==> config.mk <==
export PLATFORM = sky130hd
export DESIGN_NAME = image_mem_arbiter
export DESIGN_NICKNAME = d
export VERILOG_FILES = /design/src/rtl/image_mem_pkg.sv /design/src/rtl/rr_burst_arb.sv /design/src/rtl/image_mem_arbiter.sv
export SDC_FILE = /design/constraint.sdc
export NUM_CORES = 1
export LEC_CHECK = 0
export ABC_AREA = 1
export CAP_MARGIN = 25
export CORE_ASPECT_RATIO = 2
export CORE_MARGIN = 5
export CORE_UTILIZATION = 35
export DETAILED_ROUTE_END_ITERATION = 8
export PLACE_DENSITY = 0.79
export SLEW_MARGIN = 30
export SYNTH_ARGS = -nofsm -noshare
export SYNTH_HDL_FRONTEND = slang
export SYNTH_HIERARCHICAL = 1
export SYNTH_SLANG_ARGS = --single-unit
==> constraint.sdc <==
create_clock -name CLK -period 3.79 [get_ports CLK]
set_input_delay 0.758 -clock CLK [delete_from_list [all_inputs] [get_ports CLK]]
set_output_delay 0.758 -clock CLK [all_outputs]
set_load 0.05 [all_outputs]
==> src/rtl/image_mem_pkg.sv <==
// Shared constants and owner encoding for the image memory arbiter.
package image_mem_pkg;

    localparam int unsigned IMG_WORDS = 152100;
    localparam int unsigned DATA_W    = 8;
    localparam int unsigned ADDR_W    = 32;

    typedef enum logic [1:0] {
        OWN_NONE = 2'd0,
        OWN_M0   = 2'd1,
        OWN_M1   = 2'd2
    } owner_e;

    function automatic owner_e other_of(input owner_e o);
        return (o == OWN_M0) ? OWN_M1 : OWN_M0;
    endfunction

endpackage

==> src/rtl/rr_burst_arb.sv <==
// Round-robin arbiter with bounded bursts: the owner keeps the grant until it
// has used MAX_BURST consecutive cycles while the other master is waiting.
module rr_burst_arb
    import image_mem_pkg::*;
#(
    parameter int unsigned MAX_BURST = 4
) (
    input  logic       CLK,
    input  logic       RST_N,
    input  logic [1:0] req,
    output logic [1:0] gnt
);

    localparam int unsigned CNT_W = $clog2(MAX_BURST + 1);

    owner_e             owner_q, owner_d, cand;
    owner_e             rr_q, rr_d;
    logic [CNT_W-1:0]   cnt_q, cnt_d;
    logic               burst_left;

    always_comb begin
        cand       = OWN_NONE;
        burst_left = (cnt_q < CNT_W'(MAX_BURST));
        case (owner_q)
            OWN_M0: begin
                if (req[0] && (burst_left || !req[1])) cand = OWN_M0;
                else if (req[1])                       cand = OWN_M1;
            end
            OWN_M1: begin
                if (req[1] && (burst_left || !req[0])) cand = OWN_M1;
                else if (req[0])                       cand = OWN_M0;
            end
            default: begin
                if (req[0] && req[1]) cand = rr_q;
                else if (req[0])      cand = OWN_M0;
                else if (req[1])      cand = OWN_M1;
            end
        endcase

        // Grants are suppressed while reset is held, even though req may be high.
        gnt = {(cand == OWN_M1), (cand == OWN_M0)} & {2{RST_N}};

        owner_d = cand;
        rr_d    = rr_q;
        cnt_d   = '0;
        if (cand != OWN_NONE) begin
            rr_d = other_of(cand);
            if (cand != owner_q)                     cnt_d = CNT_W'(1);
            else if (cnt_q == CNT_W'(MAX_BURST))     cnt_d = cnt_q;
            else                                     cnt_d = cnt_q + CNT_W'(1);
        end
    end

    always_ff @(posedge CLK or negedge RST_N) begin
        if (!RST_N) begin
            owner_q <= OWN_NONE;
            rr_q    <= OWN_M0;
            cnt_q   <= '0;
        end else begin
            owner_q <= owner_d;
            rr_q    <= rr_d;
            cnt_q   <= cnt_d;
        end
    end

endmodule

==> src/rtl/image_mem_arbiter.sv <==
// Shares the single-port image memory between M0 and M1: address mux,
// range check and per-master registered read return.
module image_mem_arbiter #(
    parameter int unsigned IMG_WORDS = image_mem_pkg::IMG_WORDS,
    parameter int unsigned MAX_BURST = 4,
    parameter int unsigned ADDR_W    = image_mem_pkg::ADDR_W,
    parameter int unsigned DATA_W    = image_mem_pkg::DATA_W
) (
    input  logic              CLK,
    input  logic              RST_N,
    input  logic              m0_req,
    input  logic              m0_we,
    input  logic [ADDR_W-1:0] m0_addr,
    input  logic [DATA_W-1:0] m0_wdata,
    input  logic              m1_req,
    input  logic              m1_we,
    input  logic [ADDR_W-1:0] m1_addr,
    input  logic [DATA_W-1:0] m1_wdata,
    output logic              m0_gnt,
    output logic              m1_gnt,
    output logic              m0_rvalid,
    output logic              m1_rvalid,
    output logic [DATA_W-1:0] m0_rdata,
    output logic [DATA_W-1:0] m1_rdata,
    output logic              m0_err,
    output logic              m1_err,
    output logic              mem_we,
    output logic [ADDR_W-1:0] mem_a,
    output logic [DATA_W-1:0] mem_wd,
    input  logic [DATA_W-1:0] mem_rd
);

    import image_mem_pkg::*;

    logic [1:0]             req, gnt;
    logic                   sel_we, in_range;
    logic [ADDR_W-1:0]      sel_addr;
    logic [DATA_W-1:0]      sel_wd;

    logic [1:0]             rvalid_q, rvalid_d, err_q, err_d;
    logic [1:0][DATA_W-1:0] rdata_q, rdata_d;

    assign req = {m1_req, m0_req};

    rr_burst_arb #(
        .MAX_BURST (MAX_BURST)
    ) u_arb (
        .CLK   (CLK),
        .RST_N (RST_N),
        .req   (req),
        .gnt   (gnt)
    );

    assign m0_gnt = gnt[0];
    assign m1_gnt = gnt[1];

    always_comb begin
        sel_we   = 1'b0;
        sel_addr = '0;
        sel_wd   = '0;
        if (gnt[1]) begin
            sel_we   = m1_we;
            sel_addr = m1_addr;
            sel_wd   = m1_wdata;
        end else if (gnt[0]) begin
            sel_we   = m0_we;
            sel_addr = m0_addr;
            sel_wd   = m0_wdata;
        end
        in_range = (sel_addr < ADDR_W'(IMG_WORDS));
    end

    // Out-of-range writes still take their grant cycle but never reach memory.
    assign mem_we = (|gnt) & sel_we & in_range;
    assign mem_a  = sel_addr;
    assign mem_wd = sel_wd;

    always_comb begin
        rvalid_d = '0;
        err_d    = '0;
        rdata_d  = rdata_q;
        for (int unsigned i = 0; i < 2; i++) begin
            if (gnt[i]) begin
                rvalid_d[i] = !sel_we || !in_range;
                err_d[i]    = !in_range;
                if (!in_range)    rdata_d[i] = '0;
                else if (!sel_we) rdata_d[i] = mem_rd;
            end
        end
    end

    always_ff @(posedge CLK or negedge RST_N) begin
        if (!RST_N) begin
            rvalid_q <= '0;
            err_q    <= '0;
            rdata_q  <= '0;
        end else begin
            rvalid_q <= rvalid_d;
            err_q    <= err_d;
            rdata_q  <= rdata_d;
        end
    end

    assign m0_rvalid = rvalid_q[0];
    assign m1_rvalid = rvalid_q[1];
    assign m0_err    = err_q[0];
    assign m1_err    = err_q[1];
    assign m0_rdata  = rdata_q[0];
    assign m1_rdata  = rdata_q[1];

endmodule
==> flow_metrics.env <==
export IMPL_ir_worst_vdd_uv=822
export IMPL_finalWorstPathRequiredPeriod_ns=3.64
export IMPL_initial_utilization_pct=35.8
export IMPL_ys_seq_area_share_pct=31.7
export IMPL_p_per_area_nw_per_um2=1150
export IMPL_insertion_delay_ns=0.27
export IMPL_grt_remaining_overflow=0
export IMPL_port_buffers=156
export IMPL_drc=0
export IMPL_dieHeight_microns=120
export IMPL_cp_max_fo=8
export IMPL_cts_path_max_buffers=2
export IMPL_status="complete, no violations"
export IMPL_multi_input_area_sq_um=1680
export IMPL_yosysWarnings=6
export IMPL_drt_iter0_drc=153
export IMPL_diodes=0
export IMPL_grt_pass1_wl_microns=15200
export IMPL_grt_pass1_vias=3301
export IMPL_syn_area_per_cell_sq_um=6.33
export IMPL_area_growth_pct=145
export IMPL_end_kind="output port"
export IMPL_wl_microns=10300
export IMPL_cts_tree="done"
export IMPL_antenna_found_initial=0
export IMPL_worstSetupStartpointType="flop"
export IMPL_cellLeakagePower_nw=2.56
export IMPL_slew_viol_final=0
export IMPL_final_cells=616
export IMPL_num_io_pins=157
export IMPL_nNetsFinal=652
export IMPL_fmax_ghz=0.275
export IMPL_finalHoldViolCount=0
export IMPL_required_ns=3.03
export IMPL_core_area_sq_um=5960
export IMPL_syn_area_sq_um=2130
export IMPL_finClkSkew_ns=0.00528
export IMPL_setup_tns_ns=0
export IMPL_ys_async_sr_fraction_pct=100
export IMPL_post_synth_main_area_contributors="dfrtp_1 (31%), nand2_1 (29%), inv_1 (5.1%)"
export IMPL_ctsHoldBuffers=0
export IMPL_fin_ws_ns=0.147
export IMPL_design_area_sq_um=5230
export IMPL_yosysMostFrequentCell="nand2_1"
export IMPL_grt_max_degree=28
export IMPL_syn_nets=435
export IMPL_place_congestion=0.847
export IMPL_regArea_sq_um=677
export IMPL_min_period_over_period_pct=96.1
export IMPL_drv_cap=0
export IMPL_clock_sinks=27
export IMPL_synth_top_cell_area_share_pct=30.5
export IMPL_dp_slack_ns=-0.366
export IMPL_yosysTopAreaCell="dfrtp_1"
export IMPL_ys_top_cells_by_count="nand2_1 (165), inv_1 (29), nor2_1 (27)"
export IMPL_n_fill_cell=295
export IMPL_h_tree_depth=1
export IMPL_crit_arrival_ns=2.88
export IMPL_crit_type="flop to output port"
export IMPL_dp_hpwl_microns=8500
export IMPL_dieArea_sq_um=7850
export IMPL_relSlewSlack_pct=62.0
export IMPL_viasPerCell=5.12
export IMPL_dr_pass1_iters=4
export IMPL_whs_ns=0.486
export IMPL_detail_route_antenna_nets=0
export IMPL_hold_class="flop to flop"
export IMPL_tightest_slew_ns=0.568
export IMPL_synth_cell_types=28
export IMPL_rows=40
export IMPL_synthCells=337
export IMPL_setup_viol=0
export IMPL_path_clk_slew_ns=0.07
export IMPL_ys_flop_type="dfrtp_1"
export IMPL_synth_enable_flop_cells=0
export IMPL_cts_root_buf="clkbuf_16"
export IMPL_synth_seq_cells=27
export IMPL_layout_drive_gt1_share_pct=36.9
export IMPL_placed_area_sq_um=4920
export IMPL_placed_cells=597
export IMPL_grt_usage_pct=25.4
export IMPL_die_x_microns=65.2
export IMPL_num_vias=3152
export IMPL_wl_per_cell_microns=16.8
export IMPL_cts_buffers=3
[power by group]
group / internal (mW) / switching (mW) / total (mW)
logic: 2.38 / 2.94 / 5.32
registers: 0.393 / 0.0587 / 0.452
clock network: 0.144 / 0.106 / 0.250
total: 2.92 / 3.11 / 6.02
[path summary, 6_finish.rpt]
check | startpoint | end | slack, ns | cells past startpoint
max | u_arb/owner_q[0] | mem_we | 0.15 | 20
min | m0_rdata[5] | m0_rdata[5] | 0.49 | 2
max reg2reg | u_arb/owner_q[0] | m1_rdata[4] | 0.70 | 22
min reg2reg | m0_rdata[5] | m0_rdata[5] | 0.49 | 2
max in group asynchronous | RST_N | u_arb/rr_q[0] | 2.90 | 2
min in group asynchronous | RST_N | m1_rdata[6] | 0.59 | 2
[layout by cell type, fill, tap and decap left out, types with 6 or more instances in the layout]
cell and n:
nand2_1 123, buf_12 45, inv_1 22, nand2_4 30, clkdlybuf4s50_1 110, a22o_1 8, nand4_1 17, nand3_1 8
nor2_1 22, dfrtp_1 26, inv_2 6, nand2_2 16, buf_4 60
[sequential cells by signal (all words and copies together), names as in the netlist]
register,count
u_arb/rr_q,2
u_arb/owner_q,2
m0_rdata,8
err_q,2
rvalid_q,2
m1_rdata,8
u_arb/cnt_q,3
[cells by family (layout without fill, tap and decap cells)]
kind of cell | count (synthesis) | count (layout) | share of synthesized area [%]
and+or+nand+nor | 238 | 238 | 47.2
buffers and inverters | 47 | 263 | 11.0
DFF | 27 | 27 | 31.7
AOI/OAI and AO/OA | 20 | 20 | 7.22
adders and majority gates | 4 | 4 | 2.35
xor gates and xnor gates | 1 | 1 | 0.411
[critical path: stages (launching register included)]
cell	delay (ns)
dfrtp_1	0.43
inv_2	0.08
ha_4	0.28
inv_2	0.04
nand3_2	0.10
nand2_4	0.07
buf_4	0.14
nor3_4	0.22
inv_4	0.07
nor2_4	0.20
clkbuf_16	0.22
nand2_4	0.06
nand2_4	0.06
nor2_1	0.04
nand2_1	0.08
nor2_1	0.05
nand2_1	0.07
inv_1	0.05
nand3_2	0.09
clkinvlp_4	0.09
buf_8	0.15
[metal layers]
layer / GRT usage [%] / routed length (microns)
met5: 0 / 0
met3: 4.55 / 609
met1: 21.1 / 2990
met4: 15.1 / 539
met2: 51.6 / 6190
[area by class of cell]
cell class | count | area share [%]
Clock buffer | 3 | 1.44
Tap cell | 63 | 1.51
Clock inverter | 1 | 0.144
Inverter | 33 | 2.63
Multi-Input combinational cell | 263 | 32.0
Sequential cell | 27 | 12.9
Timing Repair Buffer | 226 | 49.3
[repair_timing]
item	in CTS	in global routing
endpoints found under the setup margin	1	1
resized for setup	17	24
cloned	0	2
pin swaps	2	12
buffers inserted	6	7
[through the flow]
step	power, mW	util [%]
3_5_place_dp	5.46	82.6
3_3_place_gp	5.35	82.6
4_1_cts	5.84	85.5
2_1_floorplan	3.26	-
6_report	6.02	87.8
5_1_grt	6.33	87.8
No activity file was read; power rests on OpenSTA's default activity.
